--- src/rtl/uart_echo_pkg.sv ---
// uart_echo_pkg: types and constants shared by the UART echo buffer.
//   tx_state_t  - states of the TX sequencer
//   CHAR_CR/LF  - control characters used for the CR -> CR,LF expansion
//   MODE_*      - encodings of the mode_i input
package uart_echo_pkg;

  typedef enum logic [1:0] {
    IDLE      = 2'd0,
    START     = 2'd1,
    WAIT_BUSY = 2'd2,
    WAIT_DONE = 2'd3
  } tx_state_t;

  localparam logic [6:0] CHAR_CR = 7'h0D;
  localparam logic [6:0] CHAR_LF = 7'h0A;

  localparam logic [1:0] MODE_OFF     = 2'b00;
  localparam logic [1:0] MODE_RAW     = 2'b01;
  localparam logic [1:0] MODE_CRLF    = 2'b10;
  localparam logic [1:0] MODE_RAW_ERR = 2'b11;

endpackage

--- src/rtl/uart_echo_buffer_fifo.sv ---
// sync_fifo: single-clock first-word-fall-through FIFO.
//   clk_i, rst_n_i - clock, synchronous active-low reset
//   push, din      - write request and data
//   pop            - read request; dout always shows the head entry
//   full, empty    - occupancy flags
//   level          - number of stored entries
// A push while full is accepted when a pop happens in the same cycle.
module sync_fifo #(
  parameter int DATA_W = 7,
  parameter int DEPTH  = 16
) (
  input  logic                     clk_i,
  input  logic                     rst_n_i,
  input  logic                     push,
  input  logic                     pop,
  input  logic [DATA_W-1:0]        din,
  output logic [DATA_W-1:0]        dout,
  output logic                     full,
  output logic                     empty,
  output logic [$clog2(DEPTH):0]   level
);

  localparam int AW = $clog2(DEPTH);
  localparam logic [AW:0] FULL_CNT = (AW+1)'(DEPTH);

  logic [DATA_W-1:0] mem [DEPTH];
  logic [AW-1:0]     wr_ptr;
  logic [AW-1:0]     rd_ptr;
  logic [AW:0]       count;
  logic              do_push;
  logic              do_pop;

  assign empty   = (count == '0);
  assign full    = (count == FULL_CNT);
  assign do_pop  = pop & ~empty;
  // room frees up in the same cycle when the head is being popped
  assign do_push = push & (~full | do_pop);
  assign dout    = mem[rd_ptr];
  assign level   = count;

  always_ff @(posedge clk_i) begin
    if (!rst_n_i) begin
      wr_ptr <= '0;
      rd_ptr <= '0;
      count  <= '0;
    end else begin
      if (do_push) wr_ptr <= wr_ptr + 1'b1;
      if (do_pop)  rd_ptr <= rd_ptr + 1'b1;
      case ({do_push, do_pop})
        2'b10:   count <= count + 1'b1;
        2'b01:   count <= count - 1'b1;
        default: count <= count;
      endcase
    end
  end

  always_ff @(posedge clk_i) begin
    if (do_push) mem[wr_ptr] <= din;
  end

endmodule

--- src/rtl/uart_echo_buffer.sv ---
// uart_echo_buffer: queues characters from the RX core and echoes them
// to the TX core, optionally expanding CR into CR,LF.
//   clk_i, rst_n_i     - clock, synchronous active-low reset
//   rx_data_i          - received character
//   rx_data_ready_i    - RX data-ready level; rising edge = new character
//   rx_err_i           - parity/framing error on the current character
//   mode_i             - 00 off, 01 raw, 10 CR->CR,LF, 11 raw keeping errors
//   tx_busy_i          - TX core busy level
//   tx_data_o          - character to transmit, held until TX finishes
//   tx_start_o         - one-cycle start pulse to the TX core
//   fifo_level_o       - FIFO occupancy
//   overflow_o         - sticky overflow flag
//   drop_cnt_o         - saturating count of discarded characters
//
// TX sequencer states:
//   state     | meaning
//   IDLE      | pick next char: pending LF first, else FIFO head
//   START     | tx_start_o high for this cycle
//   WAIT_BUSY | wait for TX core to report busy
//   WAIT_DONE | wait for TX core to go idle; arm LF after a CR
module uart_echo_buffer
  import uart_echo_pkg::*;
#(
  parameter int DATA_W = 7,
  parameter int DEPTH  = 16,
  parameter int CNT_W  = 8
) (
  input  logic                   clk_i,
  input  logic                   rst_n_i,
  input  logic [DATA_W-1:0]      rx_data_i,
  input  logic                   rx_data_ready_i,
  input  logic                   rx_err_i,
  input  logic [1:0]             mode_i,
  input  logic                   tx_busy_i,
  output logic [DATA_W-1:0]      tx_data_o,
  output logic                   tx_start_o,
  output logic [$clog2(DEPTH):0] fifo_level_o,
  output logic                   overflow_o,
  output logic [CNT_W-1:0]       drop_cnt_o
);

  tx_state_t         state;
  tx_state_t         state_nxt;
  logic              rdy_q;
  logic              cap;
  logic              keep;
  logic              err_drop;
  logic              ovf_drop;
  logic              push;
  logic              pop;
  logic              full;
  logic              empty;
  logic [DATA_W-1:0] fifo_dout;
  logic              lf_pend;
  logic              cur_crlf;
  logic              load_lf;
  logic              load_fifo;
  logic              set_lf;
  logic              tx_start_nxt;

  // ---------------- capture and filtering ----------------
  assign cap      = rx_data_ready_i & ~rdy_q;
  assign keep     = cap & (mode_i != MODE_OFF) & (~rx_err_i | (mode_i == MODE_RAW_ERR));
  assign err_drop = cap & rx_err_i & ((mode_i == MODE_RAW) | (mode_i == MODE_CRLF));
  assign ovf_drop = keep & full & ~pop;
  assign push     = keep & ~ovf_drop;

  sync_fifo #(
    .DATA_W (DATA_W),
    .DEPTH  (DEPTH)
  ) u_fifo (
    .clk_i   (clk_i),
    .rst_n_i (rst_n_i),
    .push    (push),
    .pop     (pop),
    .din     (rx_data_i),
    .dout    (fifo_dout),
    .full    (full),
    .empty   (empty),
    .level   (fifo_level_o)
  );

  // ---------------- TX sequencer ----------------
  always_ff @(posedge clk_i) begin
    if (!rst_n_i) begin
      state      <= IDLE;
      tx_start_o <= 1'b0;
    end else begin
      state      <= state_nxt;
      tx_start_o <= tx_start_nxt;
    end
  end

  always_comb begin
    state_nxt = state;
    case (state)
      IDLE:      if (lf_pend || !empty) state_nxt = START;
      START:     state_nxt = WAIT_BUSY;
      WAIT_BUSY: if (tx_busy_i) state_nxt = WAIT_DONE;
      WAIT_DONE: if (!tx_busy_i) state_nxt = IDLE;
      default:   state_nxt = IDLE;
    endcase
  end

  always_comb begin
    load_lf      = 1'b0;
    load_fifo    = 1'b0;
    set_lf       = 1'b0;
    tx_start_nxt = 1'b0;
    if (state == IDLE) begin
      load_lf   = lf_pend;
      load_fifo = ~lf_pend & ~empty;
    end
    // the CR/LF decision was latched at pop time, so a later mode change
    // cannot affect a character already in flight
    if (state == WAIT_DONE && !tx_busy_i && cur_crlf && tx_data_o == DATA_W'(CHAR_CR))
      set_lf = 1'b1;
    tx_start_nxt = load_lf | load_fifo;
  end

  assign pop = load_fifo;

  always_ff @(posedge clk_i) begin
    if (!rst_n_i) begin
      tx_data_o <= '0;
      lf_pend   <= 1'b0;
      cur_crlf  <= 1'b0;
    end else begin
      if (load_lf) begin
        tx_data_o <= DATA_W'(CHAR_LF);
        lf_pend   <= 1'b0;
        cur_crlf  <= 1'b0;
      end else if (load_fifo) begin
        tx_data_o <= fifo_dout;
        cur_crlf  <= (mode_i == MODE_CRLF);
      end
      if (set_lf) lf_pend <= 1'b1;
    end
  end

  // ---------------- edge detect, overflow, drop counter ----------------
  always_ff @(posedge clk_i) begin
    if (!rst_n_i) begin
      rdy_q      <= 1'b0;
      overflow_o <= 1'b0;
      drop_cnt_o <= '0;
    end else begin
      rdy_q <= rx_data_ready_i;
      if (ovf_drop) overflow_o <= 1'b1;
      if ((err_drop || ovf_drop) && drop_cnt_o != '1)
        drop_cnt_o <= drop_cnt_o + 1'b1;
    end
  end

endmodule

--- config.mk ---
export PLATFORM = sky130hd
export DESIGN_NAME = uart_echo_buffer
export DESIGN_NICKNAME = d
export VERILOG_FILES = /design/src/rtl/uart_echo_pkg.sv /design/src/rtl/uart_echo_buffer_fifo.sv /design/src/rtl/uart_echo_buffer.sv
export SDC_FILE = /design/constraint.sdc
export NUM_CORES = 1
export LEC_CHECK = 0
export BUFFER_PORTS_ARGS = -buffer_cell sky130_fd_sc_hd__clkbuf_2
export CORE_MARGIN = 4
export CORE_UTILIZATION = 40
export CTS_CLUSTER_DIAMETER = 40
export DETAILED_ROUTE_END_ITERATION = 12
export PLACE_DENSITY = 0.69
export SLEW_MARGIN = 20
export SYNTH_ARGS = -nofsm -noshare
export SYNTH_HDL_FRONTEND = slang
export SYNTH_SLANG_ARGS = --single-unit
--- constraint.sdc ---
create_clock -name clk_i -period 3.37 [get_ports clk_i]
set_clock_uncertainty 0.05 [all_clocks]
set_input_delay 0.5055 -clock clk_i [delete_from_list [all_inputs] [get_ports clk_i]]
set_output_delay 0.5055 -clock clk_i [all_outputs]
set_load 0.02 [all_outputs]
==> impl_metrics.json, run 1 <==
{
  "clkSlewWorstSetupHoldPaths_ns": 0.06,
  "netlist_area_sq_um": 6200,
  "p_int_uw": 3880,
  "fin_ws_ns": 0.250,
  "synth_top_family_by_area": "multiplexers",
  "viasPerCell": 5.44,
  "slew_violations": 0,
  "firstDrtPassIters": 5,
  "grt_pass1_vias": 3778,
  "io_buffers": 35,
  "cp_top_family": "simple AND/OR/NAND/NOR gates",
  "synthAdderAreaFrac_pct": 3.23,
  "finalCritPeriodShare_pct": 92.6,
  "grt_start_max_net_pins": 25,
  "finalHoldViolations": 0,
  "yosysUniqueCellTypes": 44,
  "drt-initial-drc-count": 244,
  "max_freq_mhz": 321,
  "cts_buffers": 17,
  "hold_depth": 2,
  "total_power_uw": 5450,
  "power_density_nw_per_um2": 751,
  "totalWireLength_um": 12700,
  "hold_class": "primary input to register",
  "fp.dieW_um": 132,
  "drtAntennaViolNets": 0,
  "setup_viol": 0,
  "initial_utilization_pct": 40.8,
  "setup_tns_ns": 0,
  "wl_per_cell_um": 18.6,
  "synth_compound_area_share_pct": 6.20,
  "r2r_cells": 12,
  "cts-hold-fix-buffers": 0,
  "crit_type": "register to register",
  "rows": 45,
  "postCtsSetupBuffers": 0,
  "pre_cts_ws_ns": 0.0857,
  "fillers": 1311,
  "post-route-min-period_ns": 3.12,
  "gp_congestion": 0.875,
  "path_max_fanout": 8,
  "cts_root_buffer": "clkbuf_16",
  "relSlewSlack_pct": 45.4,
  "syn_to_final_growth_pct": 17.2,
  "grt_pass1_wl_um": 20400,
  "grt.overflow.total": 0,
  "antenna_found_initial": 0,
  "rsz0062_at_grt": "no",
  "clkLatencyLatePin_ns": 0.42,
  "p_leak_uw": 0.00244,
  "multiInputGateArea_sq_um": 1950,
  "worst-path-stages": 12,
  "yosys-mux-area-fraction_pct": 10.8,
  "power.switching_uw": 1580,
  "dp_hpwl_um": 8810,
  "diodes": 0,
  "cts_resized": 0,
  "grtUsageTotal_pct": 15.2,
  "place_area_sq_um": 6650,
  "ir_worst_vdd_mv": 0.485,
  "tightest_slew_ns": 0.818,
  "crit_buf_inv": 1,
  "synth-seq-cells": 151,
  "syn_inst": 433,
  "seq_power_share_pct": 41.6,
  "clock_power_share_pct": 35.6,
  "power_frac_comb_pct": 22.8,
  "ys_seq_area_share_pct": 66.8,
  "core_sq_um": 15200,
  "vias": 3720,
  "fp.dieH_um": 132,
  "cpPeakStageDelay_ns": 0.45,
  "worstPathArrival_ns": 3.35,
  "cts_tree": "built",
  "crit_slowest_cell": "or3_4",
  "clock-sinks": 151,
  "drv_cap": 0,
  "layout.nets": 513,
  "synth-async-reset-ratio_pct": 0,
  "cp_data_required_time_ns": 3.60,
  "path_cells": "or3_4 -> nor4b_2 -> nor2_1 -> inv_1 -> ha_1 -> xor2_1 -> ha_1 -> a21oi_1 -> or3b_2 -> a31oi_1 -> xnor2_1 -> nor2_1",
  "dominantRegCellSynth": "edfxtp_1",
  "htree_num_levels": 4,
  "swShare_pct": 28.9,
  "yosys_warnings": 0,
  "design.die.area_sq_um": 17600,
  "seqCellArea_sq_um": 4150,
  "status": "completed",
  "hold-worst-slack_ns": 0.267,
  "synth_edf_count": 112,
  "clock_path_buffers": 2,
  "synth_area_per_cell_sq_um": 14.3,
  "io_pins": 36,
  "syn_nets": 463,
  "finalInstanceArea_sq_um": 7260,
  "synth_simple_gate_area_share_pct": 9.49,
  "drive_gt1_share_pct": 19.8,
  "drc": 0,
  "end_kind": "register",
  "synth_xor_area_share_pct": 1.55,
  "cp-start-kind": "register"
}
-- state kept, by name (all words and copies together), names as in the netlist, named ones only --
| register | flops |
|---|---|
| cur_crlf | 1 |
| u_fifo.wr_ptr | 4 |
| u_fifo.level | 5 |
| drop_cnt_o | 8 |
| lf_pend | 1 |
| u_fifo.rd_ptr | 4 |
| state | 2 |
| tx_data_o | 7 |
| u_fifo.mem | 112 |
| rdy_q | 1 |
| overflow_o | 1 |
| tx_start_o | 1 |
-- cell families (layout without fill, tap and decap cells) --
logic type	Yosys count	in the layout
AO/OA/AOI/OAI	59	59
XOR/XNOR	11	11
flip-flops	151	151
adder cells (fa/ha/maj)	16	16
AND/OR/NAND/NOR	115	115
buffers and inverters	29	92
multiplexers	52	52
-- power by group through the flow --
| stage | Sequential, uW | Clock, uW | Combinational [uW] |
|---|---|---|---|
| final | 2270 | 1940 | 1250 |
| after global routing | 2290 | 2070 | 1360 |
| after CTS | 2270 | 1980 | 1250 |
| after detailed placement | 2300 | 0 | 1240 |
| after global placement | 2290 | 0 | 1190 |
| after floorplan | 2330 | 0 | 822 |
-- worst register-to-register path, delay by kind of cell, from the launching register on --
kind | cells | cell delay (ns)
AO/OA/AOI/OAI | 2 | 0.33
flip-flops | 1 | 0.38
adder cells (fa/ha/maj) | 2 | 0.41
XOR/XNOR | 2 | 0.29
AND/OR/NAND/NOR | 5 | 1.44
buffers and inverters | 1 | 0.09
-- worst paths after layout --
check,startpoint,to,slack (ns)
min reg2reg,overflow_o,overflow_o,0.43
max reg2reg,u_fifo.level[1],u_fifo.level[4],0.25
max,u_fifo.level[1],u_fifo.level[4],0.25
min,rx_data_ready_i,rdy_q,0.27
-- cells in the final DEF (no fill, tap or decap), drive strengths merged, types with 3 or more instances in the layout --
| cell type | count |
|---|---|
| a21oi | 15 |
| and2 | 3 |
| edfxtp | 112 |
| xor2 | 6 |
| mux2i | 40 |
| or3b | 3 |
| a211oi | 6 |
| o22ai | 14 |
| buf | 15 |
| xnor2 | 5 |
| nand3b | 3 |
| a311oi | 5 |
| clkbuf | 54 |
| o21ai | 7 |
| ha | 16 |
| mux4 | 12 |
| nand2b | 6 |
| inv | 11 |
| or3 | 9 |
| clkinvlp | 4 |
| nor3 | 9 |
| nand4 | 4 |
| bufinv | 4 |
| nand3 | 3 |
| dfxtp | 39 |
| nand2 | 25 |
| nor2b | 3 |
| nor2 | 38 |
| clkinv | 4 |
-- through the flow --
| stage | cells | util [%] |
|---|---|---|
| after floorplan | 433 | - |
| after detailed placement | 652 | 43.7 |
| after CTS | 684 | 47.7 |
| final | 684 | 47.8 |
| after global routing | 684 | 47.8 |
| after global placement | 652 | 43.7 |
-- synthesized netlist by cell type (all sizes together) (10+ instances only) --
library cell  instances  share of area [%]
edfxtp              112                 54
mux2i                40                6.5
dfxtp                39                 13
nor2                 38                2.3
nand2                25                1.5
ha                   16                3.2
a21oi                15                1.2
clkbuf               15               0.91
o22ai                14                1.4
mux4                 12                4.4
inv                  10               0.61
-- metal layers --
metal  up-vias  track usage [%]  wire [um]
met5         -                0          0
met4         0             4.39        112
met3        16             5.74       1060
met2       126             24.7       6340
met1      1825             19.2       5210
li1       1753                -          -
-- area by class of cell --
cell class                      count  share of cell area (%)
Sequential cell                   151                    57.1
Timing Repair Buffer               50                    3.96
Multi-Input combinational cell    253                    26.8
Clock buffer                       19                    5.96
Clock inverter                     13                    2.46
Tap cell                          188                    3.24
Inverter                           10                   0.517
Note: power is estimated with default switching activity, not from simulation.
==> inputs of run 2 (changes only) <==
Clock period 3.37 ns to 2.6 ns, I/O delays scaled along.
==> run 2 against run 1 <==
The flow now finishes with violations (negative setup slack). Routed wire length up 3.6%. Critical path depth is the same. First-iteration DRC count increased by 38%. Sequential power grew 28%. Die area unchanged. Non-clock buffer count grew 33. Final cell count up 4.8%. Critical path type unchanged. Critical endpoint unchanged.
==> impl_metrics.json, run 2 (same netlist as run 1, synthesis figures left out) <==
{
  "status": "complete, but fails checks",
  "failed_checks": "negative setup slack",
  "r2r_cells": 12,
  "viasPerCell": 5.41,
  "io_buffers": 35,
  "relSlewSlack_pct": 47.4,
  "drtAntennaViolNets": 0,
  "dp_hpwl_um": 9030,
  "fp.dieH_um": 132,
  "power_density_nw_per_um2": 965,
  "regMostFlops": "u_fifo.mem",
  "post-route-min-period_ns": 2.62,
  "largestRegisters": "u_fifo.mem (112), drop_cnt_o (8), tx_data_o (7)",
  "finalCritPeriodShare_pct": 101,
  "final_common_cell": "edfxtp_1",
  "totalWireLength_um": 13200,
  "grt_pass1_wl_um": 21200,
  "finalHoldViolations": 0,
  "crit_buf_inv": 1,
  "core_sq_um": 15200,
  "cp_top_family": "simple AND/OR/NAND/NOR gates",
  "path_max_fanout": 4,
  "design.die.area_sq_um": 17600,
  "htree_num_levels": 4,
  "p_leak_uw": 0.00264,
  "reg2reg_slack_ns": -0.02,
  "clkSlewWorstSetupHoldPaths_ns": 0.06,
  "fin_ws_ns": -0.0186,
  "setup_viol": 2,
  "cp-start-kind": "register",
  "diodes": 0,
  "grt_pass1_vias": 3922,
  "worstPathArrival_ns": 2.84,
  "gp_congestion": 0.829,
  "drc": 0,
  "min_to": "rdy_q",
  "layout_common_cells": "edfxtp_1 (112), buf_4 (47), mux2i_1 (40), nor2_1 (37), clkbuf_2 (37)",
  "vias": 3879,
  "r2r-start": "u_fifo.level[2]",
  "clock_path_buffers": 2,
  "cts_buffers": 17,
  "slew_violations": 0,
  "clock-sinks": 151,
  "tightest_slew_ns": 0.788,
  "grt_start_max_net_pins": 25,
  "cpPeakStageDelay_ns": 0.40,
  "largest_reg_flops": 112,
  "crit_type": "register to register",
  "max_freq_mhz": 382,
  "pre_cts_ws_ns": -0.288,
  "rsz0062_at_grt": "yes",
  "grtUsageTotal_pct": 15.8,
  "worstHoldStart": "rx_data_ready_i",
  "fin_util_pct": 49.9,
  "drive_gt1_share_pct": 28.0,
  "end_kind": "register",
  "syn_to_final_growth_pct": 22.3,
  "firstDrtPassIters": 5,
  "wl_per_cell_um": 18.4,
  "hold_depth": 2,
  "cts_root_buffer": "clkbuf_16",
  "initial_utilization_pct": 40.8,
  "ir_worst_vdd_mv": 0.512,
  "path_cells": "or3_4 -> nor4b_4 -> nor2_2 -> inv_2 -> ha_4 -> xor2_2 -> ha_2 -> a21oi_2 -> or3b_4 -> a31oi_4 -> xnor2_1 -> nor2_1",
  "hold_class": "primary input to register",
  "drv_cap": 0,
  "crit_slowest_cell": "or3_4",
  "fp.dieW_um": 132,
  "antenna_found_initial": 0,
  "layout.nets": 546,
  "cts_tree": "built",
  "drt-initial-drc-count": 336,
  "clkLatencyLatePin_ns": 0.42,
  "setup_tns_ns": -0.0328,
  "rows": 45,
  "cp_data_required_time_ns": 2.82,
  "r2r-end": "u_fifo.level[4]",
  "io_pins": 36,
  "grt.overflow.total": 0
}
==> run 2: report_power, final <==
part	leakage (uW)	switching, uW	total (uW)	internal, uW
Clock	0.000303	927	2380	1450
Sequential	0.00133	163	2910	2750
Combinational	0.00100	1080	2020	946
==> run 2: area by class of cell <==
type                            instances  area [sq um]
Tap cell                              188           235
Fill cell                            1277          7620
Clock inverter                          8          53.8
Multi-Input combinational cell        253          2010
Timing Repair Buffer                   83           548
Inverter                               10          37.5
Clock buffer                           24           538
Sequential cell                       151          4160
==> run 2: worst max-delay path by stage <==
| stage | slack (ns) | start | depth (start not counted) | end |
|---|---|---|---|---|
| 6_report | -0.02 | u_fifo.level[2] | 12 | u_fifo.level[4] |
| 3_5_place_dp | -0.29 | mode_i[0] | 14 | u_fifo.level[2] |
| 4_1_cts | -0.06 | u_fifo.level[1] | 12 | u_fifo.level[4] |
| 3_3_place_gp | -0.22 | mode_i[0] | 14 | u_fifo.level[4] |
| 5_1_grt | -0.18 | u_fifo.level[2] | 12 | u_fifo.level[4] |
| 2_1_floorplan | -0.33 | u_fifo.level[2] | 13 | u_fifo.level[4] |
==> run 2: per-stage QoR <==
stage | hold WS (ns) | instances | total power, uW | cell area [sq um]
after floorplan | 0.411 | 433 | 4260 | 6280
after global placement | 0.402 | 681 | 4740 | 6910
after detailed placement | 0.421 | 681 | 4790 | 6910
after CTS | 0.125 | 716 | 7260 | 7550
after global routing | 0.129 | 717 | 7700 | 7580
final | 0.143 | 717 | 7320 | 7580
==> run 2: what timing repair did <==
| action | in CTS | in global routing |
|---|---|---|
| buffers inserted | 3 | 1 |
| setup endpoints to repair | 2 | 2 |
| cloned | 0 | 0 |
| resized for setup | 7 | 3 |
| hold buffers | 0 | 0 |
| pin swaps | 7 | 8 |
| endpoints found under the hold margin | 0 | 0 |
==> run 2: metal layers <==
metal  GRT usage (%)  part of all wire (%)
met5               0                     0
met4            5.31                   1.7
met3            4.83                   5.6
met2            25.1                    48
met1            20.7                    45
==> inputs of run 3 (changes only) <==
Settings changed: GPL_ROUTABILITY_DRIVEN from default to 1, GPL_TIMING_DRIVEN from default to 0.
==> run 3 against run 2 <==
Core utilization shrank 1.0 points. Clock power down 6%. Non-clock buffer count is 16 lower. Largest cell class unchanged. Via count decreased by 3.0%. Register-to-register slack lost 0.12 ns. Global-route usage decreased by 0.86 points. The flow still finishes with violations (negative setup slack). Die area unchanged. Worst setup slack worse by 0.12 ns. Critical path type unchanged. Critical endpoint unchanged.
==> impl_metrics.json, run 3 (same netlist as run 1, synthesis figures left out) <==
{
  "status": "complete, but fails checks",
  "failed_checks": "negative setup slack",
  "diodes": 0,
  "finalCritPeriodShare_pct": 105,
  "design.die.area_sq_um": 17600,
  "drtAntennaViolNets": 0,
  "seqCellArea_sq_um": 4160,
  "setup_viol": 9,
  "grtUsageTotal_pct": 14.9,
  "power_density_nw_per_um2": 963,
  "antenna_found_initial": 0,
  "tightest_slew_ns": 0.841,
  "io_pins": 36,
  "finalHoldViolations": 0,
  "fin_ws_ns": -0.140,
  "clock-sinks": 151,
  "largestRegisters": "u_fifo.mem (112), drop_cnt_o (8), tx_data_o (7)",
  "vias": 3764,
  "cts_buffers": 17,
  "fp.dieH_um": 132,
  "fin_util_pct": 48.8,
  "core_sq_um": 15200,
  "syn_to_final_growth_pct": 19.8,
  "fp.dieW_um": 132,
  "drc": 0,
  "viasPerCell": 5.37,
  "gp_congestion": 0.831,
  "cp-start-kind": "register",
  "clock_path_buffers": 2,
  "initial_utilization_pct": 40.8,
  "drive_gt1_share_pct": 24.8,
  "largest_reg_flops": 112,
  "clkLatencyLatePin_ns": 0.41,
  "place_inst": 656,
  "cts_root_buffer": "clkbuf_16",
  "rows": 45,
  "clkSlewWorstSetupHoldPaths_ns": 0.06,
  "final_common_cell": "edfxtp_1",
  "fillers": 1273,
  "path_max_fanout": 3,
  "firstDrtPassIters": 4,
  "drt-initial-drc-count": 353,
  "totalWireLength_um": 12800,
  "wl_per_cell_um": 18.2,
  "end_kind": "register",
  "layout_common_cells": "edfxtp_1 (112), mux2i_1 (40), clkbuf_2 (37), nor2_1 (36), dfxtp_1 (34)",
  "grt_pass1_wl_um": 20300,
  "grt_start_max_net_pins": 17,
  "hold_class": "primary input to register",
  "ir_worst_vdd_mv": 0.471,
  "slew_violations": 0,
  "regMostFlops": "u_fifo.mem",
  "crit_type": "register to register",
  "post-route-min-period_ns": 2.74,
  "cp_data_required_time_ns": 2.83,
  "grt.overflow.total": 0,
  "max_freq_mhz": 365,
  "dp_hpwl_um": 8650,
  "instances_no_fill": 701,
  "worstPathArrival_ns": 2.97,
  "grt_pass1_vias": 3707,
  "p_leak_uw": 0.00249,
  "htree_num_levels": 4,
  "cts-hold-fix-buffers": 0,
  "relSlewSlack_pct": 43.7,
  "io_buffers": 35,
  "cts_tree": "built",
  "rsz0062_at_grt": "yes",
  "multiInputGateArea_sq_um": 2050,
  "drv_cap": 0,
  "layout.nets": 530
}
## run 3: changes by cell type in the layout (fill, tap and decap cells not counted), moves of 3 or more
cell,previous run,this run
buf_6,0,3
clkbuf_1,0,13
nor3_2,0,4
buf_4,47,13
clkbuf_16,20,17
clkinvlp_4,0,4
nor3_1,9,5
## run 3: layout make-up
type | instances | area share [%]
inverters | 10 | 0.506
repair buffers | 51 | 4.25
multi-input cells | 253 | 27.7
clock inverters | 11 | 1.40
flip-flops and latches | 151 | 56.0
plain buffers | 16 | 1.13
clock buffers | 21 | 5.93
well taps | 188 | 3.17
## run 3: timing repair
action / 4_1_cts / 5_1_grt
endpoints found under the setup margin: 37 / 32
hold endpoints to repair: 0 / 0
pin swaps: 10 / 14
gates resized for setup: 18 / 11
buffers inserted: 12 / 4
## run 3: power breakdown
group	leakage (uW)	total [uW]	internal (uW)	switching, uW
Clock	0.000251	2240	1310	926
Sequential	0.00133	2930	2750	175
Combinational	0.000910	1980	920	1060
## run 3: per-layer routing
layer | track usage (%) | vias up | wire length [um]
met3 | 4.33 | 14 | 731
met4 | 3.64 | 0 | 148
met5 | 0 | - | 0
met1 | 19.9 | 1835 | 5730
li1 | - | 1786 | -
met2 | 24.2 | 129 | 6140
## run 3: path summary, 6_finish.rpt
kind                        start         endpoint  slack (ns)  depth (start not counted)
setup reg to reg  u_fifo.level[1]  u_fifo.level[4]       -0.14                         13
setup / recovery  u_fifo.level[1]  u_fifo.level[4]       -0.14                         13
hold reg to reg        overflow_o       overflow_o        0.43                          2
hold / removal    rx_data_ready_i            rdy_q        0.15                          2
## run 3: critical path: stages (launching register included)
cell	delay, ns
dfxtp_4	0.34
or3_4	0.40
buf_6	0.14
nor4b_4	0.28
nor2_2	0.08
inv_2	0.07
ha_4	0.13
xor2_1	0.16
ha_2	0.21
a21oi_2	0.05
or3b_4	0.38
a31oi_4	0.15
xnor2_1	0.13
nor2_1	0.05
## run 3: per-stage QoR
stage               TNS, ns  power [uW]  hold slack, ns  instance area, sq um  worst slack (ns)
finish               -0.676        7150           0.154                  7420            -0.140
floorplan            -0.495        4260           0.411                  6280            -0.330
detailed placement   -15.80        4750           0.416                  6690            -0.678
CTS                  -0.310        7100           0.142                  7350            -0.164
global route          -2.06        7510           0.142                  7420            -0.252
global placement     -10.78        4690           0.406                  6690            -0.602
